<file path="src/rtl/memmu_sr_pkg.sv">
// rtl/memmu_sr_pkg.sv - shared field layout, payload struct and unpacker state type for MemMU SR payloads
package memmu_sr_pkg;

  localparam int DIST_W    = 16;
  localparam int REFL_W    = 8;
  localparam int CORR_W    = 8;
  localparam int LABEL_W   = 8;
  localparam int PAYLOAD_W = 64;

  // Field offsets inside the 64-bit payload word
  localparam int DIST_R0_LSB = 0;
  localparam int REFL_R0_LSB = DIST_R0_LSB + DIST_W;
  localparam int DIST_R1_LSB = REFL_R0_LSB + REFL_W;
  localparam int REFL_R1_LSB = DIST_R1_LSB + DIST_W;
  localparam int CORR_LSB    = REFL_R1_LSB + REFL_W;
  localparam int LABEL_LSB   = CORR_LSB + CORR_W;

  // Layout order, label in the most significant byte
  typedef struct packed {
    logic [LABEL_W-1:0] label;
    logic [CORR_W-1:0]  correction;
    logic [REFL_W-1:0]  reflR1;
    logic [DIST_W-1:0]  distR1;
    logic [REFL_W-1:0]  reflR0;
    logic [DIST_W-1:0]  distR0;
  } sr_payload_t;

  typedef enum logic [1:0] {
    IDLE    = 2'd0,
    EMIT_R0 = 2'd1,
    EMIT_R1 = 2'd2
  } sr_unpack_state_t;

endpackage

</file>
<file path="src/rtl/memmu_sr_payload_unpacker_if.sv">
// rtl/memmu_sr_payload_unpacker_if.sv - payload input and point-return output streams (stats ports under MEMMU_SR_U_STATS_EN)
interface memmu_sr_payload_unpacker_if;
  import memmu_sr_pkg::*;

  logic [PAYLOAD_W-1:0] memmuPayload;
  logic                 memmuPayloadValid;
  logic                 memmuPayloadReady;

  logic                 srValid;
  logic                 srReady;
  logic [DIST_W-1:0]    srDist;
  logic [REFL_W-1:0]    srRefl;
  logic                 srReturnIdx;
  logic [CORR_W-1:0]    srCorrection;
  logic [LABEL_W-1:0]   srLabel;
  logic                 srLast;

`ifdef MEMMU_SR_U_STATS_EN
  logic [31:0]          srPayloadCnt;
  logic [31:0]          srBeatCnt;
  logic [15:0]          srEmptyCnt;
`endif

  // Unpacker side
  modport master (
    input  memmuPayload, memmuPayloadValid, srReady,
    output memmuPayloadReady, srValid, srDist, srRefl, srReturnIdx,
           srCorrection, srLabel, srLast
`ifdef MEMMU_SR_U_STATS_EN
    , output srPayloadCnt, srBeatCnt, srEmptyCnt
`endif
  );

  // Environment side: payload source and beat sink
  modport slave (
    output memmuPayload, memmuPayloadValid, srReady,
    input  memmuPayloadReady, srValid, srDist, srRefl, srReturnIdx,
           srCorrection, srLabel, srLast
`ifdef MEMMU_SR_U_STATS_EN
    , input srPayloadCnt, srBeatCnt, srEmptyCnt
`endif
  );

endinterface

</file>
<file path="src/rtl/memmu_sr_payload_fields.sv">
// rtl/memmu_sr_payload_fields.sv - combinational slicer of a payload word into fields plus return mask
module memmu_sr_payload_fields
  import memmu_sr_pkg::*;
#(
  parameter logic [DIST_W-1:0] DIST_INVALID = 16'h0000,
  parameter bit                SKIP_EMPTY   = 1'b1
) (
  input  logic [PAYLOAD_W-1:0] payload,
  output sr_payload_t          fields,
  output logic                 m0,
  output logic                 m1
);

  assign fields.distR0     = payload[DIST_R0_LSB +: DIST_W];
  assign fields.reflR0     = payload[REFL_R0_LSB +: REFL_W];
  assign fields.distR1     = payload[DIST_R1_LSB +: DIST_W];
  assign fields.reflR1     = payload[REFL_R1_LSB +: REFL_W];
  assign fields.correction = payload[CORR_LSB +: CORR_W];
  assign fields.label      = payload[LABEL_LSB +: LABEL_W];

  // A return is emitted unless skipping is enabled and its distance is the "no return" code
  assign m0 = !SKIP_EMPTY || (fields.distR0 != DIST_INVALID);
  assign m1 = !SKIP_EMPTY || (fields.distR1 != DIST_INVALID);

endmodule

</file>
<file path="src/rtl/memmu_sr_payload_unpacker.sv">
// rtl/memmu_sr_payload_unpacker.sv - unpacks 64-bit SR payloads into R0/R1 point-return beats; MEMMU_SR_U_STATS_EN adds counters
module memmu_sr_payload_unpacker
  import memmu_sr_pkg::*;
#(
  parameter logic [DIST_W-1:0] DIST_INVALID = 16'h0000,
  parameter bit                SKIP_EMPTY   = 1'b1
) (
  input  logic                         i_SYSTEM_clk,
  input  logic                         i_SYSTEM_rst,
  memmu_sr_payload_unpacker_if.master  bus
);

  sr_payload_t      inFields;
  logic             inM0;
  logic             inM1;

  sr_unpack_state_t state;
  sr_unpack_state_t stateNext;

  // R1 of the current payload waits here while R0 is being presented
  logic               heldM1,    heldM1Next;
  logic [DIST_W-1:0]  heldDist1, heldDist1Next;
  logic [REFL_W-1:0]  heldRefl1, heldRefl1Next;

  logic               outValid,  outValidNext;
  logic [DIST_W-1:0]  outDist,   outDistNext;
  logic [REFL_W-1:0]  outRefl,   outReflNext;
  logic               outIdx,    outIdxNext;
  logic [CORR_W-1:0]  outCorr,   outCorrNext;
  logic [LABEL_W-1:0] outLabel,  outLabelNext;
  logic               outLast,   outLastNext;

  logic handshake;
  logic acceptPayload;

  memmu_sr_payload_fields #(
    .DIST_INVALID (DIST_INVALID),
    .SKIP_EMPTY   (SKIP_EMPTY)
  ) u_fields (
    .payload (bus.memmuPayload),
    .fields  (inFields),
    .m0      (inM0),
    .m1      (inM1)
  );

  assign handshake     = outValid && bus.srReady;
  // A new word is taken when idle, or in the same cycle the final beat of the current one leaves
  assign bus.memmuPayloadReady = !i_SYSTEM_rst && ((state == IDLE) || (handshake && outLast));
  assign acceptPayload = bus.memmuPayloadValid && bus.memmuPayloadReady;

  // FSM state register
  always_ff @(posedge i_SYSTEM_clk or posedge i_SYSTEM_rst) begin
    if (i_SYSTEM_rst) begin
      state <= IDLE;
    end else begin
      state <= stateNext;
    end
  end

  // Next state plus next contents of the holding and output registers
  always_comb begin
    stateNext     = state;
    heldM1Next    = heldM1;
    heldDist1Next = heldDist1;
    heldRefl1Next = heldRefl1;
    outValidNext  = outValid;
    outDistNext   = outDist;
    outReflNext   = outRefl;
    outIdxNext    = outIdx;
    outCorrNext   = outCorr;
    outLabelNext  = outLabel;
    outLastNext   = outLast;

    if (acceptPayload) begin
      heldM1Next    = inM1;
      heldDist1Next = inFields.distR1;
      heldRefl1Next = inFields.reflR1;
      outCorrNext   = inFields.correction;
      outLabelNext  = inFields.label;
      if (inM0) begin
        stateNext    = EMIT_R0;
        outValidNext = 1'b1;
        outDistNext  = inFields.distR0;
        outReflNext  = inFields.reflR0;
        outIdxNext   = 1'b0;
        outLastNext  = !inM1;
      end else if (inM1) begin
        stateNext    = EMIT_R1;
        outValidNext = 1'b1;
        outDistNext  = inFields.distR1;
        outReflNext  = inFields.reflR1;
        outIdxNext   = 1'b1;
        outLastNext  = 1'b1;
      end else begin
        // Both returns empty: the word is consumed without producing a beat
        stateNext    = IDLE;
        outValidNext = 1'b0;
        outLastNext  = 1'b0;
      end
    end else if (handshake) begin
      if ((state == EMIT_R0) && heldM1) begin
        stateNext    = EMIT_R1;
        outValidNext = 1'b1;
        outDistNext  = heldDist1;
        outReflNext  = heldRefl1;
        outIdxNext   = 1'b1;
        outLastNext  = 1'b1;
      end else begin
        stateNext    = IDLE;
        outValidNext = 1'b0;
        outLastNext  = 1'b0;
      end
    end
  end

  // Holding and output registers; reset wipes any partially emitted payload
  always_ff @(posedge i_SYSTEM_clk or posedge i_SYSTEM_rst) begin
    if (i_SYSTEM_rst) begin
      heldM1    <= 1'b0;
      heldDist1 <= '0;
      heldRefl1 <= '0;
      outValid  <= 1'b0;
      outDist   <= '0;
      outRefl   <= '0;
      outIdx    <= 1'b0;
      outCorr   <= '0;
      outLabel  <= '0;
      outLast   <= 1'b0;
    end else begin
      heldM1    <= heldM1Next;
      heldDist1 <= heldDist1Next;
      heldRefl1 <= heldRefl1Next;
      outValid  <= outValidNext;
      outDist   <= outDistNext;
      outRefl   <= outReflNext;
      outIdx    <= outIdxNext;
      outCorr   <= outCorrNext;
      outLabel  <= outLabelNext;
      outLast   <= outLastNext;
    end
  end

  assign bus.srValid      = outValid;
  assign bus.srDist       = outDist;
  assign bus.srRefl       = outRefl;
  assign bus.srReturnIdx  = outIdx;
  assign bus.srCorrection = outCorr;
  assign bus.srLabel      = outLabel;
  assign bus.srLast       = outLast;

`ifdef MEMMU_SR_U_STATS_EN
  logic [31:0] payloadCnt;
  logic [31:0] beatCnt;
  logic [15:0] emptyCnt;

  // Free-running wrap-around event counters
  always_ff @(posedge i_SYSTEM_clk or posedge i_SYSTEM_rst) begin
    if (i_SYSTEM_rst) begin
      payloadCnt <= '0;
      beatCnt    <= '0;
      emptyCnt   <= '0;
    end else begin
      if (acceptPayload) begin
        payloadCnt <= payloadCnt + 32'd1;
      end
      if (handshake) begin
        beatCnt <= beatCnt + 32'd1;
      end
      if (acceptPayload && !inM0 && !inM1) begin
        emptyCnt <= emptyCnt + 16'd1;
      end
    end
  end

  assign bus.srPayloadCnt = payloadCnt;
  assign bus.srBeatCnt    = beatCnt;
  assign bus.srEmptyCnt   = emptyCnt;
`endif

endmodule

</file>
<file path="src/flat_wrapper.sv">
// flat-port wrapper written by rule: the top's interface ports become plain ports
module memmu_sr_payload_unpacker_flat import memmu_sr_pkg::*;
#(
  parameter logic [DIST_W-1:0] DIST_INVALID = 16'h0000,
  parameter bit                SKIP_EMPTY   = 1'b1
)
  (i_SYSTEM_clk, i_SYSTEM_rst, bus_memmuPayload, bus_memmuPayloadValid, bus_srReady, bus_memmuPayloadReady, bus_srValid, bus_srDist, bus_srRefl, bus_srReturnIdx, bus_srCorrection, bus_srLabel, bus_srLast);
  memmu_sr_payload_unpacker_if bus_i ();
  input  logic i_SYSTEM_clk;
  input  logic i_SYSTEM_rst;
  input wire logic [$bits(bus_i.memmuPayload)-1:0] bus_memmuPayload;
  input wire logic [$bits(bus_i.memmuPayloadValid)-1:0] bus_memmuPayloadValid;
  input wire logic [$bits(bus_i.srReady)-1:0] bus_srReady;
  output wire logic [$bits(bus_i.memmuPayloadReady)-1:0] bus_memmuPayloadReady;
  output wire logic [$bits(bus_i.srValid)-1:0] bus_srValid;
  output wire logic [$bits(bus_i.srDist)-1:0] bus_srDist;
  output wire logic [$bits(bus_i.srRefl)-1:0] bus_srRefl;
  output wire logic [$bits(bus_i.srReturnIdx)-1:0] bus_srReturnIdx;
  output wire logic [$bits(bus_i.srCorrection)-1:0] bus_srCorrection;
  output wire logic [$bits(bus_i.srLabel)-1:0] bus_srLabel;
  output wire logic [$bits(bus_i.srLast)-1:0] bus_srLast;
  assign bus_i.memmuPayload = bus_memmuPayload;
  assign bus_i.memmuPayloadValid = bus_memmuPayloadValid;
  assign bus_i.srReady = bus_srReady;
  assign bus_memmuPayloadReady = bus_i.memmuPayloadReady;
  assign bus_srValid = bus_i.srValid;
  assign bus_srDist = bus_i.srDist;
  assign bus_srRefl = bus_i.srRefl;
  assign bus_srReturnIdx = bus_i.srReturnIdx;
  assign bus_srCorrection = bus_i.srCorrection;
  assign bus_srLabel = bus_i.srLabel;
  assign bus_srLast = bus_i.srLast;
  memmu_sr_payload_unpacker #(.DIST_INVALID(DIST_INVALID), .SKIP_EMPTY(SKIP_EMPTY)) u_core (.i_SYSTEM_clk(i_SYSTEM_clk), .i_SYSTEM_rst(i_SYSTEM_rst), .bus(bus_i));
endmodule
</file>
<file path="config.mk">
export PLATFORM = sky130hd
export DESIGN_NAME = memmu_sr_payload_unpacker_flat
export DESIGN_NICKNAME = d
export VERILOG_FILES = /design/src/rtl/memmu_sr_pkg.sv /design/src/rtl/memmu_sr_payload_unpacker_if.sv /design/src/rtl/memmu_sr_payload_fields.sv /design/src/rtl/memmu_sr_payload_unpacker.sv /design/src/flat_wrapper.sv
export SDC_FILE = /design/constraint.sdc
export NUM_CORES = 1
export LEC_CHECK = 0
export ABC_AREA = 1
export CAP_MARGIN = 20
export CELL_PAD_IN_SITES_DETAIL_PLACEMENT = 0
export CELL_PAD_IN_SITES_GLOBAL_PLACEMENT = 2
export CORE_ASPECT_RATIO = 0.5
export CORE_MARGIN = 4
export CORE_UTILIZATION = 27
export CTS_BUF_LIST = sky130_fd_sc_hd__clkbuf_8 sky130_fd_sc_hd__clkbuf_16
export DETAILED_ROUTE_END_ITERATION = 12
export PLACE_DENSITY_LB_ADDON = 0.1
export SYNTH_ARGS = -nofsm -noshare
export SYNTH_HDL_FRONTEND = slang
export SYNTH_SLANG_ARGS = --single-unit
</file>
<file path="constraint.sdc">
create_clock -name i_SYSTEM_clk -period 7.6 [get_ports i_SYSTEM_clk]
set_clock_uncertainty 0.2 [all_clocks]
set_input_delay 1.14 -clock i_SYSTEM_clk [delete_from_list [all_inputs] [get_ports i_SYSTEM_clk]]
set_output_delay 1.14 -clock i_SYSTEM_clk [all_outputs]
set_load 0.02 [all_outputs]
</file>
==> out/summary.md <==
For the portion of total power attributed to the clock network, the log shows 0.249. The share of the yosys chip area belonging to registers came out at 0.4984. The largest total area in the synthesized netlist belongs to sky130_fd_sc_hd__dfrtp_1. The run gives 0 as the final antenna-violating net count.

The classification of the worst-slack hold path is register to register. In this run the power spent charging and discharging nets is 0.6666 mW. The worst hold path passes through 2 cells. In this run the static leakage power is 2.571 nW. The fraction of layout cells with a size suffix above 1 came out at 0.04895. For the count of hold-fix buffers inserted at cts, the log shows 0. Following the worst setup path forward leads to its endpoint at u_core.bus.srDist[10]. The post-route clock period utilization was 0.6577; the worst setup margin was 2.601 ns.

The required arrival time at the worst endpoint was 7.61 ns; the largest voltage drop on the vdd net was 0.1483 mV. The nature of the critical path endpoint is a register. The startpoint identified for the worst register-to-register timing path is u_core.bus.srValid.

For the first-pass GRT wire length, the log shows 17130 um. Yosys attributes the largest share of cell area to sky130_fd_sc_hd__dfrtp_1, sky130_fd_sc_hd__nand2_1, sky130_fd_sc_hd__nand4_1, sky130_fd_sc_hd__nand3_1, sky130_fd_sc_hd__inv_1. The worst-case headroom to the max-slew limit was 0.3904. Subtracting the final worst setup slack from the clock period gives 4.999 ns.

The die outline height works out to 88.68 um. The critical path class is input pin to register. Static timing analysis puts the maximum clock frequency at 200.1 MHz. The signal arrival time at the worst endpoint was 5.01 ns. The tools report the buffer type at the clock tree root as sky130_fd_sc_hd__clkbuf_16. The number of port buffers was 111. The worst register-to-register path has a setup slack of 4.07 ns. TritonCTS built the clock tree.

The tool flagged a number of max-cap violations equal to 0. For the worst-skew pair, the clock arrives at the later sink with an insertion delay of 0.32 ns. The run gives 2.032 ns as the post-place setup slack. The number of global-route vias before repair is 3206, and the post-synthesis cell type count is 19.

Compared with the post-synthesis result, the final layout area differs by 43.54%. Tracing the worst setup path back leads to its startpoint at i_SYSTEM_rst. After detailed routing, the average wire length per cell comes to 14.30 um. For this design the ratio of total power to cell area is 366.3 nW/um2.

The part of the total power dissipated in sequential elements came out at 0.343. The run gives 1.181 mW as the internal power of the cells. The tools report the setup-violating endpoint count in the final report as 0. The run gives 7426 um as the post-detailed-placement half-perimeter wirelength. The H-tree depth was 3; the count of nets after finishing was 637.

TritonCTS created 9 clock buffers. Dividing the synthesized area by the synthesized cell count gives 7.526 um2. The number of cells on the worst reg-to-reg path was 8; the total DRC errors in the routed layout was 0. The synthesized flop and latch total was 70; the clock transition time at the flip-flop clock pins of the worst setup and hold paths was 0.05 ns. STA classifies the critical path startpoint as an input pin.

The first routing iteration left 148 violations. Maximum number of buffers from clock root to sink: 2. The area fraction of the dominant cell type after synthesis works out to 0.4984. Adding up every negative setup slack in the final design gives 0 ns.

The routed layout has 3216 vias. For the pin with the worst max-slew slack, the measured transition is 0.9134 ns. Largest fanout of any net on the critical path: 60. The number of antenna violations at the first check in global routing came out at 0.

The number of setup buffers added after CTS is 0. After technology mapping, the gate count stands at 467. The run gives 0 as the total count of hold-check failures in the final report.

The floorplan step defined a die boundary enclosing 15020 um2. The endpoint identified for the worst register-to-register timing path is u_core.bus.srDist[10]. Setup repair after global routing left no endpoint under its margin. The number of antenna diodes in the final layout is 0. For this design, the sink count on the clock tree is 70. For this design the top-level I/O count stands at 112.

For the aggregate global-route resource usage, the log shows 0.1458. The switching portion of total power works out to 0.3607. The number of vias per cell after detailed routing works out to 4.334. In this run the core area contains 29 standard-cell rows.

The routed design has 10610 um of wire. The flow ran to the end, and the final reports show no timing, DRC or antenna violations. Post-CTS repair changed the size of 0 cells. The summed instance area of the synthesized netlist is 3515 um2, and the leftover overflow at the end of global routing is 0. For the number of warnings issued by yosys, the log shows 0. Entering global routing, the biggest net connects 61 pins.

The first TritonRoute pass finished after 4 iterations. From left edge to right edge, the die measures 169.4 um. The max-slew violation count is 0. The placer's final routability congestion estimate is 0.7102. The run gives 0.2767 as the starting density of the core. The placeable core area came out at 12700 um2.

The logs give 537 for the synthesized net count and 0.408 for the proportion of power drawn by combinational gates.
-- cells in the mapped netlist, drive strengths merged --
master	n
buf	21
nand3	33
o211ai	2
dfrtp	70
nor2	17
nand2	252
nand4	27
clkinv	1
ha	2
clkbuf	3
inv	30
o21ai	9
-- stage by stage --
stage	instance area, um2	hold WS [ns]	util	total power [mW]	std cells
CTS	5045	0.2756	0.3972	1.880	742
finish	5045	0.2702	0.3972	1.848	742
detailed placement	4710	0.2602	0.3708	1.405	726
floorplan	3515	0.2434	-	1.073	467
global placement	4710	0.2566	0.3708	1.403	726
global route	5045	0.2862	0.3972	1.980	742
-- worst min-delay path by stage --
| stage | slack, ns | startpoint | to |
|---|---|---|---|
| floorplan | 0.24 | u_core.heldDist1[0] | u_core.heldDist1[0] |
| global placement | 0.26 | u_core.heldRefl1[0] | u_core.heldRefl1[0] |
| detailed placement | 0.26 | u_core.heldRefl1[6] | u_core.heldRefl1[6] |
| CTS | 0.28 | u_core.heldDist1[4] | u_core.heldDist1[4] |
| global route | 0.29 | u_core.heldRefl1[1] | u_core.heldRefl1[1] |
| finish | 0.27 | u_core.heldRefl1[3] | u_core.heldRefl1[3] |
-- flip-flops by register name (all words and copies together) (netlist names) --
register and cells:
u_core.heldM1 1, u_core.bus.srCorrection 8, u_core.bus.srDist 16, u_core.heldRefl1 8
u_core.bus.srLabel 8, u_core.bus.srReturnIdx 1, u_core.bus.srRefl 8, u_core.heldDist1 16
u_core.bus.srLast 1, u_core.state 2, u_core.bus.srValid 1
-- cells in the final DEF (no fill, tap or decap), drive strengths merged --
cell | Yosys | layout
nand2 | 252 | 252
clkdlybuf4s50 | 0 | 111
dfrtp | 70 | 70
nand3 | 33 | 33
inv | 30 | 30
nand4 | 27 | 27
nor2 | 17 | 17
clkbuf | 3 | 12
o21ai | 9 | 9
clkinv | 1 | 3
o211ai | 2 | 2
ha | 2 | 2
bufinv | 0 | 2
buf | 21 | 2
-- layer usage --
| layer | part of all wire | wire length [um] | up-vias | GRT usage |
|---|---|---|---|---|
| met2 | 0.42 | 4457 | 87 | 0.2202 |
| met4 | 0.0071 | 75 | 0 | 0.02849 |
| met1 | 0.50 | 5319 | 1456 | 0.2044 |
| met3 | 0.071 | 754 | 7 | 0.05132 |
| met5 | 0 | 0 | - | 0 |
| li1 | - | - | 1666 | - |
-- layout make-up --
class | count | area [um2]
Fill cell | 1339 | 7655
Sequential cell | 70 | 1752
Multi-Input combinational cell | 342 | 1500
Timing Repair Buffer | 113 | 1126
Clock buffer | 12 | 266.5
Tap cell | 170 | 212.7
Inverter | 31 | 118.9
Clock inverter | 4 | 68.82
-- cells by family (layout without fill, tap and decap cells) --
family / after synthesis / after routing / share of synthesized area
compound gates: 11 / 11 / 0.01816
fa+ha+maj: 2 / 2 / 0.007119
simple gates: 329 / 329 / 0.4016
buf+inv: 55 / 160 / 0.07476
flops: 70 / 70 / 0.4984
-- critical path: stages --
cell and delay (ns):
sky130_fd_sc_hd__clkdlybuf4s50_1 0.48, sky130_fd_sc_hd__clkinv_2 0.47, sky130_fd_sc_hd__nand3_4 0.74, sky130_fd_sc_hd__clkinv_2 0.91, sky130_fd_sc_hd__nand2_4 0.63, sky130_fd_sc_hd__nand3_4 0.34
sky130_fd_sc_hd__nand2_1 0.18, sky130_fd_sc_hd__nand2_1 0.06
-- power groups by stage --
stage / Combinational (mW) / Sequential, mW / Clock [mW]
after floorplan: 0.334 / 0.739 / 0
after global routing: 0.840 / 0.651 / 0.490
after detailed placement: 0.766 / 0.639 / 0
after CTS: 0.769 / 0.637 / 0.474
final: 0.754 / 0.633 / 0.461
after global placement: 0.759 / 0.644 / 0
Power figures use the tool's default switching activity.
